### config.mk
export PLATFORM = sky130hd
export DESIGN_NAME = i2s_tx_serializer
export DESIGN_NICKNAME = d
export VERILOG_FILES = /design/src/rtl/i2s_pkg.sv /design/src/rtl/i2s_clk_en_gen.sv /design/src/rtl/i2s_tx_serializer.sv
export SDC_FILE = /design/constraint.sdc
export NUM_CORES = 1
export LEC_CHECK = 0
export ABC_CLOCK_PERIOD_IN_PS = 3800
export CORE_MARGIN = 2
export CORE_UTILIZATION = 51
export DETAILED_ROUTE_END_ITERATION = 10
export HOLD_SLACK_MARGIN = 0.06
export PLACE_DENSITY = 0.85
export REMOVE_ABC_BUFFERS = 1
export SLEW_MARGIN = 20
export SYNTH_ARGS = -nofsm -noshare
export SYNTH_HDL_FRONTEND = slang
export SYNTH_SLANG_ARGS = --single-unit
### constraint.sdc
create_clock -name clk -period 3.8 [get_ports clk]
set_input_delay 0.76 -clock clk [delete_from_list [all_inputs] [get_ports clk]]
set_output_delay 0.76 -clock clk [all_outputs]
set_load 0.01 [all_outputs]
### src/rtl/i2s_pkg.sv
// Shared constants and helpers for the I2S transmitter: format codes and
// the bit-counter width derived from the slot width.
package i2s_pkg;

  localparam logic I2S_MODE_PHILIPS = 1'b1;
  localparam logic I2S_MODE_LJ      = 1'b0;

  // The counter spans both slots of a frame: 0 .. 2*slot_w-1.
  function automatic int i2s_cnt_w(input int slot_w);
    return $clog2(2 * slot_w);
  endfunction

endpackage

### src/rtl/i2s_clk_en_gen.sv
// Divides the system clock into a registered square-wave level plus
// single-cycle rise/fall enables that coincide with the edge of the level.
module i2s_clk_en_gen
  import i2s_pkg::*;
#(
  parameter int HALF = 2
) (
  input  logic clk,
  input  logic rst_n,
  output logic o_clk,
  output logic o_rise,
  output logic o_fall
);

  localparam int            CW      = (HALF > 1) ? $clog2(HALF) : 1;
  localparam logic [CW-1:0] CNT_TOP = CW'(HALF - 1);

  logic [CW-1:0] r_cnt;
  logic          r_lvl;
  logic          w_tick;

  assign w_tick = (r_cnt == CNT_TOP);

  always_ff @(posedge clk or negedge rst_n) begin
    if (!rst_n) begin
      r_cnt <= '0;
      r_lvl <= 1'b0;
    end else if (w_tick) begin
      r_cnt <= '0;
      r_lvl <= ~r_lvl;
    end else begin
      r_cnt <= r_cnt + 1'b1;
    end
  end

  // Enables fire in the cycle whose closing edge flips the level.
  assign o_clk  = r_lvl;
  assign o_rise = w_tick & ~r_lvl;
  assign o_fall = w_tick &  r_lvl;

endmodule

### src/rtl/i2s_tx_serializer.sv
// Stereo I2S / left-justified serialiser with a one-entry holding register.
// Define I2S_TX_UNDERRUN_ZERO_EN to mute underrun frames instead of repeating.
module i2s_tx_serializer
  import i2s_pkg::*;
#(
  parameter int DATA_W    = 16,
  parameter int SLOT_W    = 16,
  parameter int MCLK_HALF = 2,
  parameter int SCLK_HALF = 8
) (
  input  logic              clk,
  input  logic              rst_n,
  input  logic              i2s_mode,
  input  logic [DATA_W-1:0] l_data,
  input  logic [DATA_W-1:0] r_data,
  input  logic              s_valid,
  output logic              s_ready,
  output logic              mclk,
  output logic              sclk,
  output logic              lrclk,
  output logic              sdin,
  output logic              underrun
);

  localparam int               FW       = 2 * SLOT_W;
  localparam int               CNT_W    = i2s_cnt_w(SLOT_W);
  localparam logic [CNT_W-1:0] CNT_LAST = CNT_W'(FW - 1);
  localparam logic [CNT_W-1:0] CNT_HALF = CNT_W'(SLOT_W);

  logic w_mclk_rise, w_mclk_fall, w_sclk_rise, w_sclk_fall;
  logic w_unused_en;

  i2s_clk_en_gen #(.HALF(MCLK_HALF)) u_mclk (
    .clk    (clk),
    .rst_n  (rst_n),
    .o_clk  (mclk),
    .o_rise (w_mclk_rise),
    .o_fall (w_mclk_fall)
  );

  i2s_clk_en_gen #(.HALF(SCLK_HALF)) u_sclk (
    .clk    (clk),
    .rst_n  (rst_n),
    .o_clk  (sclk),
    .o_rise (w_sclk_rise),
    .o_fall (w_sclk_fall)
  );

  assign w_unused_en = w_mclk_rise ^ w_mclk_fall ^ w_sclk_rise;

  logic                r_hold_full;
  logic [2*DATA_W-1:0] r_hold;
  logic [FW-1:0]       r_shift;
  logic [CNT_W-1:0]    r_cnt;
  logic                r_started;
  logic                r_dly;
  logic                r_mode;
  logic                r_lr;
  logic                r_underrun;

  logic                w_accept;
  logic                w_bnd;
  logic [CNT_W-1:0]    w_cnt_next;
  logic [SLOT_W-1:0]   w_l_pad, w_r_pad;
  logic [FW-1:0]       w_load, w_rot, w_refill;

  assign s_ready  = !r_hold_full;
  assign w_accept = s_valid && !r_hold_full;

  // The first SCLK fall after reset opens a frame even though bit_cnt is 0.
  assign w_bnd      = w_sclk_fall && (!r_started || (r_cnt == CNT_LAST));
  assign w_cnt_next = w_bnd ? '0 : r_cnt + 1'b1;

  assign w_l_pad = SLOT_W'(r_hold[2*DATA_W-1 -: DATA_W]) << (SLOT_W - DATA_W);
  assign w_r_pad = SLOT_W'(r_hold[DATA_W-1:0]) << (SLOT_W - DATA_W);
  assign w_load  = {w_l_pad, w_r_pad};

  // Rotating keeps the frame intact: after a full frame it is back in place.
  assign w_rot = {r_shift[FW-2:0], r_shift[FW-1]};

`ifdef I2S_TX_UNDERRUN_ZERO_EN
  assign w_refill = '0;
`else
  assign w_refill = w_rot;
`endif

  always_ff @(posedge clk) begin
    if (w_accept) begin
      r_hold <= {l_data, r_data};
    end
  end

  always_ff @(posedge clk or negedge rst_n) begin
    if (!rst_n) begin
      r_hold_full <= 1'b0;
      r_shift     <= '0;
      r_cnt       <= '0;
      r_started   <= 1'b0;
      r_dly       <= 1'b0;
      r_mode      <= I2S_MODE_LJ;
      r_lr        <= 1'b0;
      r_underrun  <= 1'b0;
    end else begin
      r_underrun <= w_bnd && !r_hold_full;
      if (w_bnd && r_hold_full) begin
        r_hold_full <= 1'b0;
      end else if (w_accept) begin
        r_hold_full <= 1'b1;
      end
      if (w_sclk_fall) begin
        r_started <= 1'b1;
        r_cnt     <= w_cnt_next;
        r_lr      <= (w_cnt_next >= CNT_HALF);
        r_dly     <= r_shift[FW-1];
        if (w_bnd) begin
          r_mode  <= i2s_mode;
          r_shift <= r_hold_full ? w_load : w_refill;
        end else begin
          r_shift <= w_rot;
        end
      end
    end
  end

  assign lrclk    = r_lr;
  assign underrun = r_underrun;
  assign sdin     = (r_mode == I2S_MODE_PHILIPS) ? r_dly : r_shift[FW-1];

endmodule

Yosys cells after proc, flatten, opt, wreduce, memory -nomap -nowiden
Index checks and enable logic that the tools add are counted.

operators by class
  equal/unequal tests = 2
  muxes and demuxes = 8
  $add $sub $neg = 3
  bitwise gates (word level) = 3
  magnitude comparators = 1
  reductions and logical operators = 9

operator list
  kind                 number
  $mux 32              2
  $add 5x1->5 const B  1
  $eq 5x5->1 const B   1
  $ge 5x5->1 const B   1
  $mux 5               1
  $logic_and 1x1->1    4
  $mux 1               4
  $add 3x1->3 const B  1
  $eq 3x3->1 const B   1
  $mux 3               1
  $logic_not 1->1      2
  $not 1->1            2
  $reduce_and 2->1     1
  $reduce_bool 2->1    1
  $add 1x1->1 const B  1
  $and 1x1->1          1
  $logic_or 1x1->1     1

storage, ports and cells
  logic and storage cells = 39
  output and inout port bits = 6
  register bits after elaboration = 81

Logic depth before layout (Yosys ltp)
Gate-level depths: netlist (run 1).

  depth in word-level cells = 5
  mapped depth = 8
  depth with buffers taken out = 6

By module
A second synthesis (run 1) with hierarchy kept.

unflattened totals
  cell total of the unflattened synthesis = 271
  area, all modules = 3,283.1 µm²

modules (own cells, without submodules)
  module                    seq. area each (µm²)  times used  area an instance (µm²)  cells an instance
  i2s_tx_serializer         2,011.9               1           3,052.9                 255
  i2s_clk_en_gen at u_sclk  100.1                 1           153.9                   10
  i2s_clk_en_gen at u_mclk  50.0                  1           76.3                    6

Least setup slack after synthesis (run 1)
OpenSTA, ideal clock, no wires.

  kind = input-to-reg
  start point = input s_valid
  end point = register r_hold[0], enable pin
  setup slack = 1.168 ns
  setup time = 0.425 ns
  arrival = 2.208 ns
  stages on the path = 1
  buffers on the path = 0
  data required time = 3.375 ns
  cell sequence = nor2b_1

between the ends
  longest elaborated chain between the ends = 1

RTL lines
  element               line                     source
  from (decl)           i2s_tx_serializer.sv:16  input logic s_valid,
  $logic_and 1x1->1     i2s_tx_serializer.sv:68  assign w_accept = s_valid && !r_hold_full;
  to (signal assigned)  i2s_tx_serializer.sv:89  r_hold <= {l_data, r_data};
  to (decl)             i2s_tx_serializer.sv:52  logic [2*DATA_W-1:0] r_hold;

Every way passes these cells.
A chain may end at the register's enable or synchronous reset.

Worst setup path after layout (run 1)
  start point = register r_hold_full
  end point = output s_ready

between the ends
  longest elaborated chain between the ends = 1

RTL lines
  element                 line                      source
  from (decl)             i2s_tx_serializer.sv:51   logic r_hold_full;
  from (signal assigned)  i2s_tx_serializer.sv:95   r_hold_full <= 1'b0;
  from (signal assigned)  i2s_tx_serializer.sv:106  r_hold_full <= 1'b0;
  from (signal assigned)  i2s_tx_serializer.sv:108  r_hold_full <= 1'b1;
  $logic_not 1->1         i2s_tx_serializer.sv:67   assign s_ready = !r_hold_full;
  to (decl)               i2s_tx_serializer.sv:17   output logic s_ready,

Every way passes these cells.

==> impl_results.md, run 1 <==
* Fin util at 63.20%
* Worst flop-to-flop path startpoint: r_cnt[0]$_DFFE_PN0P_
* Mapped Area at 0.003216 mm²
* Final clock skew at 9.017 ps
* Reg2Reg Setup Slack at 1520 ps
* Starting DRC count in detailed routing at 267
* First-pass GRT wire length at 10,520 µm
* Count of cells resized by post-cts repair at 0
* Area occupied by registers at 0.002162 mm²
* CP peak stage delay at 650 ps
* Post-synth cell types at 29
* Setup-failing EPs final at 0
* CTS Hold Bufs at 0
* Ys flop type: dfrtp_1
* Clock root buffer: clkbuf_8
* Area contributors post-synth: dfrtp_1 (37%), edfxtp_1 (30%), a31oi_1 (6.2%)
* Final Net Count at 345
* CTS tree: built
* RSZ-0062 raised after global routing: no
* Synthesis Warnings at 0
* Multi-input gate area at 894.6 µm²
* Core Area at 0.005991 mm²
* Power density cells at 397.3 mW/mm²
* Synth-to-Final Area Change at 17.74%
* Overflow after GRT at 0
* Req. time, crit path at 3040 ps
* DP HPWL at 3684 µm
* H-tree levels at 3
* CP Cell Sequence: buf_4 -> inv_2 -> clkdlybuf4s50_1
* Rows at 28
* Drt first pass iters at 4
* Sequential area share after synthesis at 67.24%
* PortBufs at 41
* Crit path capture type: output port
* CP top delay family: buffers and inverters
* Worst-path maximum fanout at 37
* CTS Buffer Depth at 2
* Largest net degree at the start of global routing at 49
* Worst skew pair latency at 350 ps
* Worst-path clk slew at 80 ps
* Detail Route Antenna Nets at 0
* FF-to-FF End: r_shift[3]$_DFFE_PN0P_
* Vias in the first global route at 2,256
* Total clock sinks at 80
* DRC errors left at 0
* CP startpoint kind: flop
* Drt total wl at 6076 µm
* GP Congestion at 0.7833
* Number of fill cells at 478
* Cts bufs inserted at 9
* Crit path buffers/inverters at 3
* Top-area cell type share of the netlist area at 37.35%
* Die area at 0.006956 mm²
* Die height at 83.41 µm
* Final hold vios at 0
* Worst slew margin at 48.94%
* Wire length per cell at 15.78 µm
* WP data arrival at 2080 ps
* Share of layout cells above drive strength 1 at 8.387%
* Initial Util at 53.68%
* Synthesized flop and latch total at 80
* Synth area leader: dfrtp_1
* Fmax at 352.4 MHz
* Die Width at 83.41 µm
* Max Cap Viol at 0
* Placed Area at 0.003608 mm²
* Via/cell ratio at 5.826
* Grt met2 use at 30.06%
* GR peak layer: met2
* Antenna diode count at 0
* Max stage delay cell, worst path: clkdlybuf4s50_1
* Final Slew Violations at 0
* Cell depth of the worst flop-to-flop path at 7
* Post-synth EDFFs at 32
* Hold Path Class: input pin to async pin
* Via count at 2,243
* Initial antenna violation count at 0
* Setup Buffers After CTS at 0
* M3 GR Usage at 5.169%
* Avg Cell Area, Syn at 11.91 µm²
* CP Class: flop to output port
* Design area at 0.003786 mm²
* Tcrit/Tclk final at 74.67%
* Fin crit period at 2837 ps
* P_leak at 0.001510 µW
* All-Layer GR Usage at 19.14%
* FFs w/ async S/R, synth at 60.00%
* Worst-margin pin slew at 764.0 ps
* Worst VDD drop at 309.8 µV
* Grt met1 use at 25.40%
* Io pins at 42
* Setup TNS at 0 ps
* Status: complete, no violations
* Post-Syn Instances at 270
-- flip-flops by register name (all words and copies together), names as in the netlist --
signal and cells:
u_mclk.o_clk 1, u_mclk.r_cnt 1, r_mode 1, r_started 1
r_cnt 5, r_hold_full 1, u_sclk.r_cnt 3, r_hold 32
u_sclk.o_clk 1, r_dly 1, underrun 1, r_shift 32
-- how the worst max path moves through the flow --
stage / cells past startpoint / slack (ps) / endpoint / startpoint
finish: 3 / 960 / s_ready / r_hold_full$_DFFE_PN0P_
global route: 3 / 830 / s_ready / r_hold_full$_DFFE_PN0P_
CTS: 3 / 960 / s_ready / r_hold_full$_DFFE_PN0P_
detailed placement: 3 / 1270 / r_hold[14]$_DFFE_PP_ / s_valid
global placement: 3 / 1340 / r_hold[8]$_DFFE_PP_ / s_valid
floorplan: 6 / 1080 / r_cnt[3]$_DFFE_PN0P_ / r_cnt[0]$_DFFE_PN0P_
-- where the power goes --
group | total, µW | internal [µW] | switching (µW)
clock | 558 | 272 | 286
sequential | 899 | 899 | 0.300
combinational | 47.1 | 32.1 | 15.0
-- layer usage --
| layer | vias up | part of all wire (%) |
|---|---|---|
| met1 | 1105 | 42 |
| met2 | 80 | 51 |
| met4 | 0 | 1.7 |
| li1 | 1049 | - |
| met3 | 9 | 5.5 |
| met5 | - | 0 |
-- Yosys cell counts, drive strengths merged, types with 3 or more instances --
cell    count
dfrtp      48
nor2       35
o21ai      34
a31oi      32
edfxtp     32
a21oi      31
buf        20
nand2       9
ha          4
a22o        3
clkbuf      3
nand3       3
nor2b       3
-- kinds of logic after synthesis --
kind of cell | count (synthesis) | share of synthesized area [%]
AOI/OAI and AO/OA | 102 | 17.90
DFF | 80 | 67.24
and+or+nand+nor | 56 | 7.315
buffers and inverters | 25 | 5.097
adders and majority gates | 4 | 1.556
xor gates and xnor gates | 2 | 0.5448
muxes | 1 | 0.3502
-- metrics by stage --
step | setup slack [ps] | total power (µW) | hold slack [ps] | cells
after global routing | 834.3 | 1560 | 463.4 | 385
after global placement | 1336 | 963.9 | 421.7 | 369
after floorplan | 1078 | 918.4 | 409.9 | 247
final | 962.7 | 1504 | 412.6 | 385
after CTS | 963.7 | 1520 | 445.8 | 385
after detailed placement | 1270 | 965.1 | 435.3 | 369
-- area by class of cell --
cell class                 count  share of cell area, %
sequential                    80                  57.11
inverter                       2                 0.1983
clock buffer                  13                  4.197
clock inverter                 3                 0.4296
tap                           75                  2.479
timing repair buffer          47                  11.96
multi-input combinational    165                  23.63
-- layout by cell type, fill, tap and decap left out, drive strengths merged, types with 2 or more instances in the layout --
cell           Yosys  layout
a21oi             31      31
a22o               3       3
a31oi             32      32
buf               20       7
clkbuf             3      13
clkdlybuf4s50      0      40
clkinv             0       2
dfrtp             48      48
edfxtp            32      32
ha                 4       4
inv                2       3
nand2              9       9
nand2b             2       2
nand3              3       3
nor2              35      35
nor2b              3       3
o21ai             34      34
xor2               2       2
Note: power is estimated with default switching activity, not from simulation.
==> run 2: changes to the inputs <==
--- a/config.mk
+++ b/config.mk
@@ -5,7 +5,7 @@
 export SDC_FILE = /design/constraint.sdc
 export NUM_CORES = 1
 export LEC_CHECK = 0
-export ABC_CLOCK_PERIOD_IN_PS = 3800
+export ABC_CLOCK_PERIOD_IN_PS = 2800
 export CORE_MARGIN = 2
 export CORE_UTILIZATION = 51
 export DETAILED_ROUTE_END_ITERATION = 10
==> constraint.sdc (replaced) <==
create_clock -name clk -period 2.8 [get_ports clk]
set_input_delay 0.56 -clock clk [delete_from_list [all_inputs] [get_ports clk]]
set_output_delay 0.56 -clock clk [all_outputs]
set_load 0.01 [all_outputs]
==> run 2 against run 1 <==
Die area did not move. First-iteration DRC count fell by 37%. Register-to-register slack worse by 690 ps. Clock-buffer cell count did not move. Hold slack got worse by 220 ps. Worst setup slack got worse by 510 ps. Critical endpoint unchanged.
==> impl_results.md, run 2 (synthesized netlist as in run 1, its figures left out) <==
* Setup TNS at 0 ps (unchanged)
* Setup Buffers After CTS at 0 (unchanged)
* Wire length per cell at 15.54 µm (-1.5%)
* Clock root buffer: clkbuf_8
* NetSw at 426.2 µW (+41%)
* Share of total power in sequential cells at 56.2% (-3.6 points)
* Die area at 0.006956 mm² (unchanged)
* Setup-failing EPs final at 0 (unchanged)
* Req. time, crit path at 2240 ps (-800 ps)
* Drt first pass iters at 7 (+3)
* H-tree levels at 3 (unchanged)
* Initial Util at 53.68% (unchanged)
* Detail Route Antenna Nets at 0 (unchanged)
* Final hold vios at 0 (unchanged)
* P_leak at 0.001546 µW (+2.4%)
* CTS Buffer Depth at 2 (unchanged)
* Pint at 1746 µW (+45%)
* Synth-to-Final Area Change at 19.81%
* GP Congestion at 0.7215 (-7.9%)
* Via count at 2,199 (-2.0%)
* Die height at 83.41 µm (unchanged)
* RSZ-0062 raised after global routing: no
* Starting DRC count in detailed routing at 167 (-37%)
* Io pins at 42 (unchanged)
* Most frequent cells in the layout: dfrtp_1 (48), clkdlybuf4s50_1 (40), nor2_1 (35)
* Clock share of power at 40.9% (+3.8 points)
* CTS Hold Bufs at 0 (unchanged)
* Vias in the first global route at 2,306 (+2.2%)
* First-pass GRT wire length at 10,510 µm (about the same)
* Core Area at 0.005991 mm² (unchanged)
* Tcrit/Tclk final at 83.80%
* WP data arrival at 1790 ps (-290 ps)
* Overflow after GRT at 0 (unchanged)
* Rows at 28 (unchanged)
* All-Layer GR Usage at 19.22% (+0.077 points)
* Via/cell ratio at 5.668 (-2.7%)
* Final Slew Violations at 0 (unchanged)
* Antenna diode count at 0 (unchanged)
* Crit path capture type: output port
* Drt total wl at 6029 µm (-0.77%)
* Power density cells at 563.8 mW/mm² (+42%)
* Cts bufs inserted at 9 (unchanged)
* Count of cells resized by post-cts repair at 0 (unchanged)
* PortBufs at 41 (unchanged)
* Biggest regs: r_hold: 32 flops, r_shift: 32 flops, r_cnt: 5 flops
* Final Net Count at 348 (+0.87%)
* CP Class: flop to output port
* DRC errors left at 0 (unchanged)
* Worst VDD drop at 327.4 µV (+5.7%)
* Share of layout cells above drive strength 1 at 9.585% (+1.2 points)
* Initial antenna violation count at 0 (unchanged)
* Total clock sinks at 80 (unchanged)
* Most common cell after layout, fill and taps aside: dfrtp_1
* Comb power frac at 2.9% (-0.2 points)
* Die Width at 83.41 µm (unchanged)
* Worst-path clk slew at 80 ps (about the same)
* Hold Path Class: input pin to async pin
* Worst-path maximum fanout at 33 (-11%)
* Worst-margin pin slew at 686.4 ps (-77.63 ps)
* Largest net degree at the start of global routing at 37 (-24%)
* Fin crit period at 2346 ps
* Final clock skew at 5.789 ps (-3.228 ps)
* DP HPWL at 3758 µm (+2.0%)
* Fmax at 426.2 MHz
* Status: complete, no violations
* Worst skew pair latency at 350 ps (about the same)
* Max Cap Viol at 0 (unchanged)
* Hold_ws at 194.5 ps (-218.1 ps)
* Worst slew margin at 54.13% (+5.2 points)
* Sw Share at 19.62% (-0.43 points)
* CTS tree: built
* CP startpoint kind: flop
==> run 2: changes by cell type in the layout (fill, tap and decap cells not counted) <==
cell,delta
inv_4,-1
clkbuf_8,+1
buf_4,+1
buf_2,+1
buf_12,+1
clkbuf_1,-1
bufinv_16,+1
==> run 2: worst max-delay path, stage by stage (launching register included) <==
cell and delay (ps):
dfrtp_1 390, inv_2 400, clkdlybuf4s50_1 640
==> run 2: power by group through the flow <==
stage / combinational, µW / clock, µW / sequential (µW)
3_3_place_gp: 63.8 / 0 / 1240
5_1_grt: 71.1 / 955 / 1220
2_1_floorplan: 1.62 / 0 / 1240
6_report: 63.9 / 889 / 1220
3_5_place_dp: 65.2 / 0 / 1240
4_1_cts: 65.5 / 895 / 1220
==> run 2: final cells by class <==
cell class | instances | area (µm²)
clock buffer | 13 | 168.9
clock inverter | 3 | 40.04
fill | 437 | 2138
tap | 75 | 93.84
timing repair buffer | 50 | 485.5
multi-input combinational | 165 | 894.6
inverter | 2 | 7.507
sequential | 80 | 2162
==> run 2: worst paths after layout <==
path,start,to,slack (ps),cells past startpoint
worst max-delay path,r_hold_full$_DFFE_PN0P_,s_ready,450,2
worst min-delay path,rst_n,r_shift[7]$_DFFE_PN0P_,190,1
worst max register to register,u_sclk.r_cnt[0]$_DFF_PN0_,r_shift[20]$_DFFE_PN0P_,830,6
worst min register to register,u_mclk.r_cnt$_DFF_PN0_,u_mclk.r_cnt$_DFF_PN0_,440,1
max in group asynchronous,rst_n,r_shift[13]$_DFFE_PN0P_,1890,2
min in group clk,u_mclk.r_cnt$_DFF_PN0_,u_mclk.r_cnt$_DFF_PN0_,440,1
==> run 2: per-layer routing <==
layer | global-route usage, % | wire length (µm)
met1 | 24.58 | 2604
met5 | 0 | 0
met4 | 9.836 | 95
met2 | 30.43 | 2997
met3 | 4.871 | 331
==> run 2: per-stage QoR <==
step / instance area (µm²) / power (µW) / setup WS, ps / cells / utilization [%]
finish: 3852 / 2172 / 453.7 / 388 / 64.31
global route: 3852 / 2246 / 349.4 / 388 / 64.31
CTS: 3852 / 2180 / 449.6 / 388 / 64.31
detailed placement: 3643 / 1309 / 834.4 / 372 / 60.82
global placement: 3643 / 1308 / 835.8 / 372 / 60.82
floorplan: 3059 / 1246 / 77.89 / 247 / -
==> run 3: changes to the inputs <==
--- a/config.mk
+++ b/config.mk
@@ -5,7 +5,7 @@
 export SDC_FILE = /design/constraint.sdc
 export NUM_CORES = 1
 export LEC_CHECK = 0
-export ABC_CLOCK_PERIOD_IN_PS = 2800
+export ABC_CLOCK_PERIOD_IN_PS = 2300
 export CORE_MARGIN = 2
 export CORE_UTILIZATION = 51
 export DETAILED_ROUTE_END_ITERATION = 10
==> constraint.sdc (replaced) <==
create_clock -name clk -period 2.3 [get_ports clk]
set_input_delay 0.46 -clock clk [delete_from_list [all_inputs] [get_ports clk]]
set_output_delay 0.46 -clock clk [all_outputs]
set_load 0.01 [all_outputs]
==> run 3 against run 2 <==
Critical endpoint is now r_cnt[3]$_DFFE_PN0P_. Power up 23%. Design area rose by 0.78%. Clock power is 25% higher.
==> impl_results.md, run 3 (synthesized netlist as in run 1, its figures left out) <==
* Status: complete, no violations
* Req. time, crit path at 2550 ps (+310 ps)
* Core Area at 0.005991 mm² (unchanged)
* Worst slack, placed at 356.4 ps (-478.0 ps)
* Worst VDD drop at 498.8 µV (+52%)
* Tot Pwr at 2674 µW (+23%)
* Worst-path maximum fanout at 36 (+9.1%)
* CTS tree: built
* CTS Buffer Depth at 2 (unchanged)
* Worst setup path start: r_cnt[0]$_DFFE_PN0P_
* Crit path buffers/inverters at 1 (-1)
* CP peak stage delay at 420 ps (-220 ps)
* All-Layer GR Usage at 19.17% (-0.050 points)
* Drt first pass iters at 4 (-3)
* Initial antenna violation count at 0 (unchanged)
* Die area at 0.006956 mm² (unchanged)
* Placed Area at 0.003664 mm² (+0.55%)
* Final Net Count at 349 (+0.29%)
* Crit path capture type: flop
* CTS Hold Bufs at 0 (unchanged)
* PortBufs at 41 (unchanged)
* Max stage delay cell, worst path: dfrtp_1
* Biggest regs: r_hold: 32 flops, r_shift: 32 flops, r_cnt: 5 flops
* Total clock sinks at 80 (unchanged)
* Power density cells at 688.7 mW/mm² (+22%)
* Max Cap Viol at 0 (unchanged)
* Post-placement cell count at 373 (+0.27%)
* RSZ-0062 raised after global routing: no
* P_leak at 0.001554 µW (+0.56%)
* Tcrit/Tclk final at 88.15%
* Setup Buffers After CTS at 0 (unchanged)
* Vias in the first global route at 2,286 (-0.87%)
* Setup-failing EPs final at 0 (unchanged)
* Cts bufs inserted at 9 (unchanged)
* Worst-margin pin slew at 556.0 ps (-130.3 ps)
* Share of layout cells above drive strength 1 at 9.554% (-0.031 points)
* Clock root buffer: clkbuf_8
* H-tree levels at 3 (unchanged)
* Overflow after GRT at 0 (unchanged)
* Final Slew Violations at 0 (unchanged)
* Starting DRC count in detailed routing at 162 (-3.0%)
* Layout Cells excl Fill at 389 (+0.26%)
* Detail Route Antenna Nets at 0 (unchanged)
* Antenna diode count at 0 (unchanged)
* Drt total wl at 6092 µm (+1.0%)
* Worst slew margin at 62.93% (+8.8 points)
* Worst skew pair latency at 350 ps (about the same)
* Via/cell ratio at 5.702 (+0.60%)
* DP HPWL at 3612 µm (-3.9%)
* CP Cell Sequence: ha_1 -> and3_1 -> ha_1 -> nor2b_2 -> buf_4 -> nand2_1 -> o311ai_2
* Count of cells resized by post-cts repair at 0 (unchanged)
* Design area at 0.003882 mm² (+0.78%)
* Worst flop-to-flop path startpoint: r_cnt[0]$_DFFE_PN0P_
* CP Depth at 7 (+5)
* Most common cell after layout, fill and taps aside: dfrtp_1
* Via count at 2,218 (+0.86%)
* CP startpoint kind: flop
* Io pins at 42 (unchanged)
* Worst-path clk slew at 80 ps (about the same)
* Largest net degree at the start of global routing at 37 (unchanged)
* Final hold vios at 0 (unchanged)
* Fin crit period at 2027 ps
* Die height at 83.41 µm (unchanged)
* Crit-path most repeated cell: ha_1
* Hold Path Class: input pin to async pin
* Rows at 28 (unchanged)
* Die Width at 83.41 µm (unchanged)
* Cell depth of the worst flop-to-flop path at 7 (+1)
* CP Class: flop to flop
* First-pass GRT wire length at 10,500 µm (about the same)
* Final clock skew at 6.699 ps (+0.9096 ps)
* Wire length per cell at 15.66 µm (+0.79%)
* Synth-to-Final Area Change at 20.74%
* Setup WS post-layout at 272.6 ps (-181.1 ps)
* Most frequent cells in the layout: dfrtp_1 (48), clkdlybuf4s50_1 (40), nor2_1 (35)
* Hold_ws at 87.30 ps (-107.2 ps)
* WP data arrival at 2280 ps (+490 ps)
* DRC errors left at 0 (unchanged)
* Fmax at 493.2 MHz
* GP Congestion at 0.7158 (-0.79%)
* Initial Util at 53.68% (unchanged)
* CP top delay family: simple AND/OR/NAND/NOR gates
[run 3: path summary, 6_finish.rpt]
| check | endpoint | slack, ps |
|---|---|---|
| worst max-delay path | r_cnt[3]$_DFFE_PN0P_ | 270 |
| worst min-delay path | u_sclk.o_clk$_DFFE_PN0N_ | 90 |
| worst max register to register | r_cnt[3]$_DFFE_PN0P_ | 270 |
| worst min register to register | u_mclk.r_cnt$_DFF_PN0_ | 440 |
| max in group asynchronous | r_shift[14]$_DFFE_PN0P_ | 1680 |
| min in group clk | u_mclk.r_cnt$_DFF_PN0_ | 440 |
[run 3: per-stage QoR]
stage                     TNS, ps  utilization [%]
after floorplan            -19360                -
after global placement          0            61.15
after detailed placement        0            61.15
after CTS                       0            64.81
after global routing            0            64.81
final                           0            64.81
[run 3: layout make-up]
| class | instances | area, µm² |
|---|---|---|
| clock buffers | 14 | 183.9 |
| clock inverters | 2 | 35.03 |
| fillers | 446 | 2108 |
| well taps | 75 | 93.84 |
| flip-flops and latches | 80 | 2162 |
| multi-input cells | 165 | 894.6 |
| inverters | 2 | 7.507 |
| repair buffers | 51 | 505.5 |
[run 3: report_power, final]
part | total [µW] | leakage, µW | internal, µW | switching [µW]
Combinational | 81.0 | 0.000587 | 55.8 | 25.3
Sequential | 1480 | 0.000856 | 1480 | 0.570
Clock | 1110 | 0.000112 | 626 | 482
Total | 2670 | 0.00155 | 2170 | 507
[run 3: worst reg2reg max path, stage by stage, from the launching register on]
cell      delay, ps
dfrtp_1         420
ha_1            230
and3_1          190
ha_1            200
nor2b_2         130
buf_4           360
nand2_1         170
o311ai_2        240
[run 3: metal layers]
metal  global-route usage (%)  vias up  share of wire, %
li1                         -     1056                 -
met1                    25.63     1083                44
met2                    29.69       64                49
met3                    5.368       15               5.1
met4                    8.048        0               2.2
met5                        0        -                 0
